**src/rtl/clk_step_ctrl.sv**
```systemverilog
// Debug sequencer for the stepped-clock gate: run/halt/step-N commands over a
// small register port, registered clock-enable, cycle total and breakpoint.
module clk_step_ctrl #(
  parameter int CNT_W  = 32,
  parameter int ADDR_W = 5
) (
  input  logic              clk_i,
  input  logic              rst_ni,
  input  logic              req_i,
  input  logic              we_i,
  input  logic [ADDR_W-1:0] addr_i,
  input  logic [31:0]       wdata_i,
  output logic              rvalid_o,
  output logic [31:0]       rdata_o,
  input  logic              ext_halt_i,
  output logic              clk_en_o,
  output logic              halted_o,
  output logic              done_o
);

  typedef enum logic [1:0] {
    S_HALTED = 2'd0,
    S_STEP   = 2'd1,
    S_RUN    = 2'd2
  } state_e;

  localparam logic [2:0] A_CTRL   = 3'd0;
  localparam logic [2:0] A_STEPN  = 3'd1;
  localparam logic [2:0] A_STATUS = 3'd2;
  localparam logic [2:0] A_CYCLES = 3'd3;
  localparam logic [2:0] A_BREAK  = 3'd4;

  state_e           state;
  logic [CNT_W-1:0] step_n, cycles, brk, remaining;
  logic             brk_en, done_sticky;

  logic [2:0]       reg_sel;
  logic             wr, rd, wr_ctrl;
  logic             cmd_run, cmd_halt, cmd_step, halt_req;
  logic             wr_cycles, wr_status_clr;
  logic             enabled, brk_hit, last_step, done_evt, start_ok;
  logic [CNT_W-1:0] cyc_inc;
  logic [31:0]      rd_val;
  logic             unused_bits;

  assign reg_sel       = addr_i[4:2];
  assign wr            = req_i & we_i;
  assign rd            = req_i & ~we_i;
  assign wr_ctrl       = wr && (reg_sel == A_CTRL);
  assign cmd_run       = wr_ctrl & wdata_i[0];
  assign cmd_halt      = wr_ctrl & wdata_i[1];
  assign cmd_step      = wr_ctrl & wdata_i[2];
  assign halt_req      = cmd_halt | ext_halt_i;
  assign wr_cycles     = wr && (reg_sel == A_CYCLES);
  assign wr_status_clr = wr && (reg_sel == A_STATUS) && wdata_i[1];
  assign unused_bits   = ^{addr_i, wdata_i};

  assign enabled   = (state == S_STEP) || (state == S_RUN);
  assign cyc_inc   = cycles + CNT_W'(1);
  assign brk_hit   = enabled & brk_en & (cyc_inc == brk);
  assign last_step = (state == S_STEP) && (remaining == CNT_W'(1));
  // A halt request (bus or external) blocks any start from HALTED.
  assign start_ok  = (state == S_HALTED) & ~halt_req;
  // Halt beats completion: an aborted step or run never reports done.
  assign done_evt  = (start_ok & cmd_step & (step_n == '0)) |
                     (enabled & ~halt_req & (brk_hit | last_step));

  always_ff @(posedge clk_i or negedge rst_ni) begin
    if (!rst_ni) begin
      state       <= S_HALTED;
      clk_en_o    <= 1'b0;
      halted_o    <= 1'b1;
      done_o      <= 1'b0;
      remaining   <= '0;
      cycles      <= '0;
      done_sticky <= 1'b0;
    end else begin
      done_o <= done_evt;
      if (done_evt)           done_sticky <= 1'b1;
      else if (wr_status_clr) done_sticky <= 1'b0;

      if (wr_cycles)    cycles <= wdata_i[CNT_W-1:0];
      else if (enabled) cycles <= cyc_inc;

      case (state)
        S_HALTED: begin
          if (start_ok && cmd_step && (step_n != '0)) begin
            state     <= S_STEP;
            remaining <= step_n;
            clk_en_o  <= 1'b1;
            halted_o  <= 1'b0;
          end else if (start_ok && cmd_run && !cmd_step) begin
            state    <= S_RUN;
            clk_en_o <= 1'b1;
            halted_o <= 1'b0;
          end
        end
        S_STEP, S_RUN: begin
          if (halt_req || brk_hit || last_step) begin
            state     <= S_HALTED;
            remaining <= '0;
            clk_en_o  <= 1'b0;
            halted_o  <= 1'b1;
          end else if (state == S_STEP) begin
            remaining <= remaining - CNT_W'(1);
          end
        end
        default: begin
          state     <= S_HALTED;
          remaining <= '0;
          clk_en_o  <= 1'b0;
          halted_o  <= 1'b1;
        end
      endcase
    end
  end

  always_ff @(posedge clk_i or negedge rst_ni) begin
    if (!rst_ni) begin
      step_n <= '0;
      brk    <= '0;
      brk_en <= 1'b0;
    end else if (wr) begin
      case (reg_sel)
        A_CTRL:  brk_en <= wdata_i[3];
        A_STEPN: step_n <= wdata_i[CNT_W-1:0];
        A_BREAK: brk    <= wdata_i[CNT_W-1:0];
        default: ;
      endcase
    end
  end

  always_comb begin
    rd_val = '0;
    case (reg_sel)
      A_CTRL:   rd_val = {28'd0, brk_en, 3'b000};
      A_STEPN:  rd_val = 32'(step_n);
      A_STATUS: rd_val = {28'd0, state, done_sticky, halted_o};
      A_CYCLES: rd_val = 32'(cycles);
      A_BREAK:  rd_val = 32'(brk);
      default:  rd_val = '0;
    endcase
  end

  always_ff @(posedge clk_i or negedge rst_ni) begin
    if (!rst_ni) begin
      rvalid_o <= 1'b0;
      rdata_o  <= '0;
    end else begin
      rvalid_o <= rd;
      rdata_o  <= rd ? rd_val : '0;
    end
  end

endmodule

```
**config.mk**
```make
export PLATFORM = sky130hd
export DESIGN_NAME = clk_step_ctrl
export DESIGN_NICKNAME = d
export VERILOG_FILES = /design/src/rtl/clk_step_ctrl.sv
export SDC_FILE = /design/constraint.sdc
export NUM_CORES = 1
export LEC_CHECK = 0
export ABC_CLOCK_PERIOD_IN_PS = 2970
export CAP_MARGIN = 5
export CORE_ASPECT_RATIO = 1.1
export CORE_MARGIN = 1.5
export CORE_UTILIZATION = 53
export DETAILED_ROUTE_END_ITERATION = 10
export PLACE_DENSITY = 0.82
export SYNTH_ARGS = -nofsm -noshare
export SYNTH_HDL_FRONTEND = slang
export SYNTH_SLANG_ARGS = --single-unit
```
**constraint.sdc**
```tcl
create_clock -name clk_i -period 2.97 [get_ports clk_i]
set_input_delay 0.4455 -clock clk_i [delete_from_list [all_inputs] [get_ports clk_i]]
set_output_delay 0.4455 -clock clk_i [all_outputs]
set_load 0.02 [all_outputs]
```
* Word level (Yosys, flattened, before mapping) *
Cells that the tools add are included.

operators by class
  add/sub/neg operators = 2
  equality and inequality tests = 12
  mux-type cells = 22
  bitwise operators = 17
  reductions and logical operators = 25

operators by type and width
  kind                                                count
  2-to-1 mux 32 bit                                   6
  case mux 32 bit (5 select lines)                    1
  case mux 32 bit (2 select lines)                    1
  adder 32 x 1 -> 32 bit, second input constant       1
  == test 32 x 1 -> 1 bit, second input constant      1
  == test 32 bit                                      1
  logical NOT 32 bit                                  1
  nonzero test 32 bit                                 1
  subtractor 32 x 1 -> 32 bit, second input constant  1
  AND 1 bit                                           12
  AND reduction 2 bit                                 5
  logical AND 1 bit                                   9
  2-to-1 mux 1 bit                                    8
  == test 3 x 2 -> 1 bit, second input constant       2
  2-to-1 mux 2 bit                                    3
  case mux 1 bit (2 select lines)                     2
  case mux 2 bit (2 select lines)                     1
  nonzero test 2 bit                                  2
  == test 3 x 1 -> 1 bit, second input constant       1
  == test 3 bit, second input constant                1
  logical NOT 3 bit                                   1
  logical OR 1 bit                                    3
  != test 3 x 1 -> 1 bit, second input constant       1
  != test 3 bit, second input constant                1
  other kinds (9)                                     12

word-level totals
  register bits = 168
  input bits = 42
  logic and storage cells = 90

* Depth between registers and ports, before layout *
Gate-level depths: netlist of the first run.

  word-level depth = 11
  depth in mapped cells = 12
  gate-level depth less buffers = 10

* Worst setup path before layout of the first run *
No wires, ideal clock.

  path kind = register to register
  start point = register cycles[1]
  end point = register remaining[24]
  setup time = 0.121 ns
  arrival time = 3.161 ns
  setup slack = -0.312 ns
  cell stages (with the launch flop) = 11
  buffers on the path = 1
  period minus slack after synthesis = 3.282 ns
  cell sequence = dfrtp_1 > ha_1 > nand3_4 > or4_4 > or3_1 > a2111o_1 > nor4_2 > nand4_1 > buf_2 > a32o_1 > a22o_1

between the ends
  longest elaborated chain between the ends = 7
  elaborated cells between the ends (all ways) = 9
  classes of those cells = add/sub: 1; eq/ne: 2; mux: 2; bitwise: 1; reduce/logical: 3

RTL lines
  element                                                                         line  RTL
  start, declared                                                                 34    logic [CNT_W-1:0] step_n, cycles, brk, remaining;
  start signal, assigned                                                          82    if (wr_cycles) cycles <= wdata_i[CNT_W-1:0];
  start signal, assigned                                                          83    else if (enabled) cycles <= cyc_inc;
  adder 32 x 1 -> 32 bit (*)                                                      59    assign cyc_inc = cycles + CNT_W'(1);
  == test 32 bit (*)                                                              60    assign brk_hit = enabled & brk_en & (cyc_inc == brk);
  AND 1 bit (*)                                                                   60
  logical OR 1 bit (*) (2 in a row)                                               99    if (halt_req || brk_hit || last_step) begin
  2-to-1 mux 32 bit / != test 3 bit (equally long branches)                       -
  case mux 32 bit (2 select lines) / AND reduction 2 bit (equally long branches)  -
  end signal, assigned                                                            89    remaining <= step_n;
  end signal, assigned                                                            105   remaining <= remaining - CNT_W'(1);
  end, declared                                                                   34

Every way passes the cells marked *; elsewhere a longest branch is shown, timed or not.
A chain may end at the register's enable or synchronous reset.

* Worst setup path in the final report of the first run *
  start point = register cycles[0]
  end point = register remaining[16]

Same word-level chain as after synthesis.

==> load_flow_metrics.sql, run 1 <==
INSERT INTO impl_metrics (metric_group, metric, value, unit) VALUES
('run_status', 'outcome', 'finished, violations left', ''),
('run_status', 'failing_checks', 'negative setup slack', ''),
('critical_path', 'timing.critical_path.arrival', '3.61', 'ns'),
('clocking', 'cts_root_buf', 'clkbuf_16', ''),
('logic_synthesis', 'avgSynthCellArea', '9.31', 'µm²'),
('clocking', 'tritoncts', 'yes', ''),
('die', 'number_of_top_level_design_ports', '78', ''),
('logic_synthesis', 'synth_largest_type_area_fraction', '0.427', ''),
('logic_synthesis', 'synth_warnings', '0', ''),
('critical_path', 'r2r_setup_slack', '-0.27', 'ns'),
('sta', 'timing.final.setup_violations', '38', ''),
('logic_synthesis', 'yosys.cell_types.count', '59', ''),
('logic_synthesis', 'synth-seq-area-share', '0.430', ''),
('logic_synthesis', 'post_synthesis_instance_area', '9780', 'µm²'),
('logic_synthesis', 'synth.ff_latch_count', '168', ''),
('route', 'vias_per_cell', '6.29', ''),
('global_route', 'maximum_number_of_pins_on_one_net_before_global_route_repair', '73', ''),
('pwr', 'design_power_total', '9.78', 'mW'),
('logic_synthesis', 'synth_edf_count', '0', ''),
('place', 'dp_cells', '1406', ''),
('clocking', 'clk_path_buf_depth', '2', ''),
('logic_synthesis', 'fraction_of_synthesis_flops_using_an_asynchronous_set_or_reset_pin', '1.00', ''),
('place', 'place_congestion', '0.963', ''),
('logic_synthesis', 'yosys-top-cells-area', 'dfrtp_1, mux2_2, nor2_1, a21oi_1, mux2i_1', ''),
('layout', 'num_antenna_cells', '0', ''),
('route', 'drtAntennaViolNets', '0', ''),
('sta', 'maxClockFrequency', '0.309', 'GHz'),
('layout', 'final_layout_size_suffix_gt1_frac', '0.215', ''),
('global_route', 'grt_antenna_before_repair', '0', ''),
('pwr', 'power.leakage', '5.08', 'nW'),
('sta', 'rsz0062_at_grt', 'yes', ''),
('flow_run', 'timing.max_cap.violations', '0', ''),
('logic_synthesis', 'synth_nets', '1099', ''),
('sta', 'worst_pin_slew', '0.748', 'ns'),
('sta', 'final_hold_slack', '0.482', 'ns'),
('global_route', 'globalRouteMet2Util', '0.506', ''),
('clocking', 'cts_max_level', '4', ''),
('die', 'core_region_area', '17900', 'µm²'),
('route', 'totalWireLength', '29000', 'µm'),
('critical_path', 'worstSetupStartpointType', 'flop', ''),
('logic_synthesis', 'synthesis.instances', '1051', ''),
('min_path', 'hold_class', 'in -> async', ''),
('layout', 'total_number_of_nets_in_the_final_design', '1242', ''),
('global_route', 'overflow', '0', ''),
('layout', 'final_cell_count_no_fill', '1445', ''),
('route', 'pre_antenna_drt_iters', '6', ''),
('sta', 'fin_ws', '-0.270', 'ns'),
('route', 'drcViolationCount', '0', ''),
('sta', 'timing_hold_violations_final', '0', ''),
('route', 'drt_iter0_drc', '842', ''),
('layout', 'final_design_area_no_fill', '12300', 'µm²'),
('place', 'port_buffers', '75', ''),
('sta', 'finalWorstPathRequiredPeriod', '3.24', 'ns'),
('layout', 'area_delta_synth_final', '25.7', '%'),
('critical_path', 'ff2ff_path_depth', '12', ''),
('pwr', 'powerDensity', '795', 'nW/µm²'),
('critical_path', 'criticalPathCategory', 'reg -> reg', ''),
('critical_path', 'timing.critical_path.fanout_max', '7', ''),
('die', 'die_area', '19300', 'µm²'),
('global_route', 'gr-usage-met1', '0.386', ''),
('sta', 'drv_slew', '0', ''),
('critical_path', 'end_kind', 'flop', ''),
('sta', 'tns', '-7.88', 'ns'),
('place', 'dp_hpwl', '20300', 'µm'),
('die', 'floorplan.initialDensity', '0.547', ''),
('critical_path', 'timing.critical_path.required', '3.34', 'ns'),
('pwr', 'worst_ir_drop_vdd', '0.510', 'mV'),
('global_route', 'first_global_vias', '8850', ''),
('place', 'placement.cell_area', '11500', 'µm²'),
('sta', 'fin_skew', '0.0116', 'ns'),
('global_route', 'met3_track_demand_over_resource', '0.0634', '');
==> per-layer routing <==
layer	vias to the layer above	part of all wire
met5	-	0
met4	0	0.044
met3	112	0.075
met2	431	0.49
met1	4439	0.39
li1	4106	-
==> through the flow <==
stage          utilization  worst slack, ns
2_1_floorplan            -           -0.172
3_3_place_gp         0.643           -0.278
3_5_place_dp         0.643           -0.346
4_1_cts              0.684           -0.212
5_1_grt              0.688           -0.360
6_report             0.688           -0.270
==> layout make-up <==
class / instances / area (µm²)
Fill cell: 1331 / 5580
Multi-Input combinational cell: 796 / 5310
Clock inverter: 14 / 186
Inverter: 10 / 37.5
Tap cell: 238 / 298
Timing Repair Buffer: 201 / 1830
Clock buffer: 18 / 429
Sequential cell: 168 / 4210
==> flip-flops by register name, summed over array words and instances (netlist names) <==
name / cells
clk_en_o: 1
remaining: 32
rdata_o: 32
rvalid_o: 1
brk: 32
done_o: 1
halted_o: 1
cycles: 32
brk_en: 1
done_sticky: 1
state: 2
step_n: 32
==> repair_timing <==
item                                    CTS  global route
buffers inserted                          3             0
hold buffers                              1             0
cloned                                    2             1
endpoints found under the setup margin   38            38
pin swaps                                 8             8
endpoints found under the hold margin    32             0
resized for setup                        16             8
==> synthesized netlist by cell type (7+ instances only) <==
master / number
o31ai_1: 9
and4_1: 7
nor2_1: 141
xnor2_1: 34
buf_2: 7
nor3_1: 20
or4_1: 11
dfrtp_1: 167
nand3_1: 27
inv_1: 10
buf_1: 10
mux2_2: 70
nor4_1: 28
and2_1: 7
clkbuf_1: 50
xor2_1: 32
or3_1: 16
nand2_1: 69
mux2i_1: 34
nand4_1: 21
a22o_1: 38
nand2b_1: 7
o21ai_0: 52
a21oi_1: 94
==> report_power, final <==
group          switching (mW)  internal [mW]
Combinational            2.00           1.88
Clock                    1.01           1.35
Sequential              0.690           2.85
Total                    3.70           6.08
==> worst max-delay path: stages (launching register included) <==
cell	delay (ns)
dfrtp_1	0.38
buf_4	0.17
nand4_1	0.21
or4_1	0.63
buf_4	0.17
o31ai_1	0.19
o2111ai_1	0.16
nor4_2	0.23
and4_4	0.36
buf_6	0.12
o211a_4	0.24
clkbuf_16	0.18
a22o_1	0.13
==> final timing paths <==
kind	startpoint	endpoint
max in group asynchronous	rst_ni	remaining[18]
min in group clk_i	remaining[14]	remaining[14]
max reg2reg	cycles[0]	remaining[16]
min	rst_ni	cycles[2]
max	cycles[0]	remaining[16]
min reg2reg	remaining[14]	remaining[14]
==> logic make-up (layout without fill, tap and decap cells) <==
logic type,after synthesis,in the layout,synth area share
adders and majority gates,6,6,0.00768
and+or+nand+nor,382,382,0.194
xor gates and xnor gates,66,66,0.0591
DFF,168,168,0.430
AOI/OAI and AO/OA,238,238,0.155
buffers and inverters,87,243,0.0393
muxes,104,104,0.115
==> layout by cell type, fill, tap and decap left out, types with 3 or more instances in the layout <==
cell type	n
a211oi_1	4
a21oi_1	92
a22o_1	38
a22oi_1	3
a31oi_1	6
a32o_1	6
and2_1	7
and3_1	6
and4_1	6
buf_12	5
buf_4	110
buf_6	9
bufinv_16	3
clkbuf_16	18
clkdlybuf4s50_1	73
dfrtp_1	166
ha_1	5
inv_1	10
inv_6	4
inv_8	3
mux2_2	70
mux2i_1	34
nand2_1	68
nand2b_1	7
nand3_1	26
nand3b_1	3
nand4_1	21
nor2_1	140
nor3_1	19
nor3b_1	5
nor4_1	26
nor4_2	3
o21ai_0	23
o21ai_1	27
o31ai_1	9
o41ai_1	5
or3_1	14
or4_1	10
xnor2_1	34
xor2_1	32
Power figures use the tool's default switching activity.
==> run 2, diff against run 1 <==
Settings changed: CAP_MARGIN 5 to 30.
==> results of run 2 <==
Same layout as run 1: the final DEF is identical, and so are final timing and power.
==> run 3, diff against run 2 <==
==> constraint.sdc (replaced) <==
create_clock -name clk_i -period 2.97 [get_ports clk_i]
set_input_delay 0.594 -clock clk_i [delete_from_list [all_inputs] [get_ports clk_i]]
set_output_delay 0.594 -clock clk_i [all_outputs]
set_load 0.02 [all_outputs]
==> load_flow_metrics.sql, run 3 (synthesized netlist as in run 1, its figures left out) <==
INSERT INTO impl_metrics (metric_group, metric, value, unit) VALUES
('sta', 'fin_skew', '0.0163', 'ns'),
('place', 'port_buffers', '75', ''),
('critical_path', 'worstReg2RegEnd', 'remaining[10]', ''),
('critical_path', 'r2r_setup_slack', '-0.27', 'ns'),
('run_status', 'outcome', 'finished, violations left', ''),
('critical_path', 'worstSetupStartpointType', 'flop', ''),
('flow_run', 'timing.max_cap.violations', '0', ''),
('die', 'floorplan_die_width', '133', 'µm'),
('sta', 'timing.final.setup_violations', '38', ''),
('layout', 'total_number_of_nets_in_the_final_design', '1249', ''),
('clocking', 'tritoncts', 'yes', ''),
('layout', 'final.fill_count', '1327', ''),
('place', 'place_congestion', '0.965', ''),
('route', 'drt_iter0_drc', '890', ''),
('sta', 'drv_slew', '0', ''),
('pwr', 'worst_ir_drop_vdd', '0.475', 'mV'),
('route', 'pre_antenna_drt_iters', '6', ''),
('pwr', 'power.leakage', '5.11', 'nW'),
('global_route', 'overflow', '0', ''),
('global_route', 'maximum_number_of_pins_on_one_net_before_global_route_repair', '65', ''),
('critical_path', 'timing.critical_path.arrival', '3.60', 'ns'),
('sta', 'finalWorstPathRequiredPeriod', '3.24', 'ns'),
('min_path', 'hold_class', 'in -> async', ''),
('global_route', 'globalRouteTotalUtil', '0.318', ''),
('critical_path', 'end_kind', 'flop', ''),
('critical_path', 'criticalPathCategory', 'reg -> reg', ''),
('critical_path', 'crit_path_end', 'remaining[10]', ''),
('layout', 'final_layout_size_suffix_gt1_frac', '0.216', ''),
('global_route', 'first_global_vias', '9233', ''),
('route', 'totalWireLength', '30500', 'µm'),
('place', 'dp_hpwl', '20700', 'µm'),
('sta', 'maxClockFrequency', '0.309', 'GHz'),
('clocking', 'worstSkewPairLatency', '0.44', 'ns'),
('die', 'number_of_top_level_design_ports', '78', ''),
('global_route', 'grt_antenna_before_repair', '0', ''),
('critical_path', 'timing.critical_path.required', '3.33', 'ns'),
('critical_path', 'slowest_library_cell_on_the_worst_path', 'or4_1', ''),
('sta', 'timing.slew.headroom', '0.532', ''),
('clocking', 'number_of_cts_inserted_buffers', '17', ''),
('layout', 'mostFrequentLayoutCells', 'dfrtp_1, nor2_1, buf_4', ''),
('sta', 'finalCritPeriodShare', '1.09', ''),
('clocking', 'hold_buffers', '0', ''),
('sta', 'rsz0062_at_grt', 'yes', ''),
('critical_path', 'critical_path.reg2reg.startpoint', 'cycles[0]', ''),
('layout', 'num_antenna_cells', '0', ''),
('die', 'floorplan.initialDensity', '0.547', ''),
('clocking', 'clk_path_buf_depth', '2', ''),
('layout', 'area_delta_synth_final', '25.9', '%'),
('route', 'route.detailed.wl_per_inst', '21.0', 'µm'),
('route', 'drcViolationCount', '0', ''),
('clocking', 'cts_max_level', '4', ''),
('critical_path', 'critical_path_cell_count', '11', ''),
('critical_path', 'critical_path.cell_chain', 'buf_4 -> nand4_1 -> or4_1 -> xnor2_1 -> a2111o_1 -> nor4_4 -> and4_4 -> buf_12 -> o211a_4 -> buf_6 -> a22o_1', ''),
('route', 'vias_per_cell', '6.39', ''),
('pwr', 'powerDensity', '806', 'nW/µm²'),
('sta', 'fin_ws', '-0.267', 'ns'),
('die', 'core_region_area', '17900', 'µm²'),
('sta', 'worst_pin_slew', '0.702', 'ns'),
('layout', 'post-route-util', '0.689', ''),
('critical_path', 'ff2ff_path_depth', '11', ''),
('critical_path', 'critPathLaunch', 'cycles[0]', ''),
('layout', 'leading_cell_type_in_the_layout_fill_and_taps_excluded', 'dfrtp_1', ''),
('critical_path', 'timing.critical_path.fanout_max', '8', ''),
('die', 'floorplan.die.height', '145', 'µm'),
('critical_path', 'critical_path.top_delay_family', 'simple AND/OR/NAND/NOR gates', ''),
('die', 'rows', '51', ''),
('clocking', 'cts_root_buf', 'clkbuf_16', ''),
('route', 'detailroute.via_count', '9283', ''),
('sta', 'timing_hold_violations_final', '0', ''),
('pwr', 'design_power_total', '9.92', 'mW'),
('die', 'die_area', '19300', 'µm²'),
('critical_path', 'timing.critical_path.slowest_cell_delay', '0.59', 'ns'),
('global_route', 'grt_pass1_wl', '48500', 'µm'),
('clocking', 'cts.sink_count', '168', ''),
('run_status', 'failing_checks', 'negative setup slack', ''),
('critical_path', 'number_of_buffer_and_inverter_instances_along_the_worst_setup_path', '3', ''),
('clocking', 'cts.clk_slew.worst_paths', '0.07', 'ns'),
('route', 'drtAntennaViolNets', '0', '');
## run 3: area by class of cell
| type | instances | area, µm² | share of cell area |
|---|---|---|---|
| sequential | 168 | 4210 | 0.342 |
| clock inverter | 15 | 215 | 0.0175 |
| timing repair buffer | 208 | 1860 | 0.151 |
| tap | 238 | 298 | 0.0242 |
| multi-input combinational | 796 | 5270 | 0.428 |
| inverter | 10 | 37.5 | 0.00305 |
| clock buffer | 17 | 425 | 0.0346 |
## run 3: what timing repair did
item,in CTS,in global routing
pin swaps,6,4
gates cloned,2,1
endpoints found under the setup margin,38,38
gates resized for setup,7,6
setup buffers,3,1
## run 3: metal layers
layer / share of wire / up-vias / track usage
li1: - / 4125 / -
met1: 0.38 / 4491 / 0.379
met2: 0.48 / 505 / 0.530
met3: 0.076 / 162 / 0.0686
met4: 0.056 / 0 / 0.186
met5: 0 / - / 0
## run 3: power breakdown
part | switching [mW] | internal [mW] | leakage, nW
combinational | 2.03 | 1.88 | 2.72
sequential | 0.712 | 2.85 | 2.08
clock | 1.02 | 1.43 | 0.309
total | 3.76 | 6.16 | 5.11
## run 3: worst min path at each step
stage,start,to,slack (ns)
final,rst_ni,done_sticky,0.12
after global routing,rst_ni,done_sticky,0.16
after CTS,rst_ni,done_sticky,0.13
after detailed placement,remaining[11],remaining[11],0.48
after global placement,remaining[11],remaining[11],0.47
after floorplan,rst_ni,brk[0],0.30
## run 3: metrics by stage
step / instances / setup WS (ns) / setup TNS, ns / hold WS (ns) / instance area (µm²)
floorplan: 1051 / -0.172 / -4.46 / 0.298 / 9850
CTS: 1450 / -0.257 / -8.07 / 0.128 / 12300
global route: 1452 / -0.356 / -12.35 / 0.157 / 12300
detailed placement: 1413 / -0.357 / -11.56 / 0.478 / 11500
finish: 1452 / -0.267 / -8.80 / 0.118 / 12300
global placement: 1413 / -0.299 / -10.02 / 0.470 / 11500
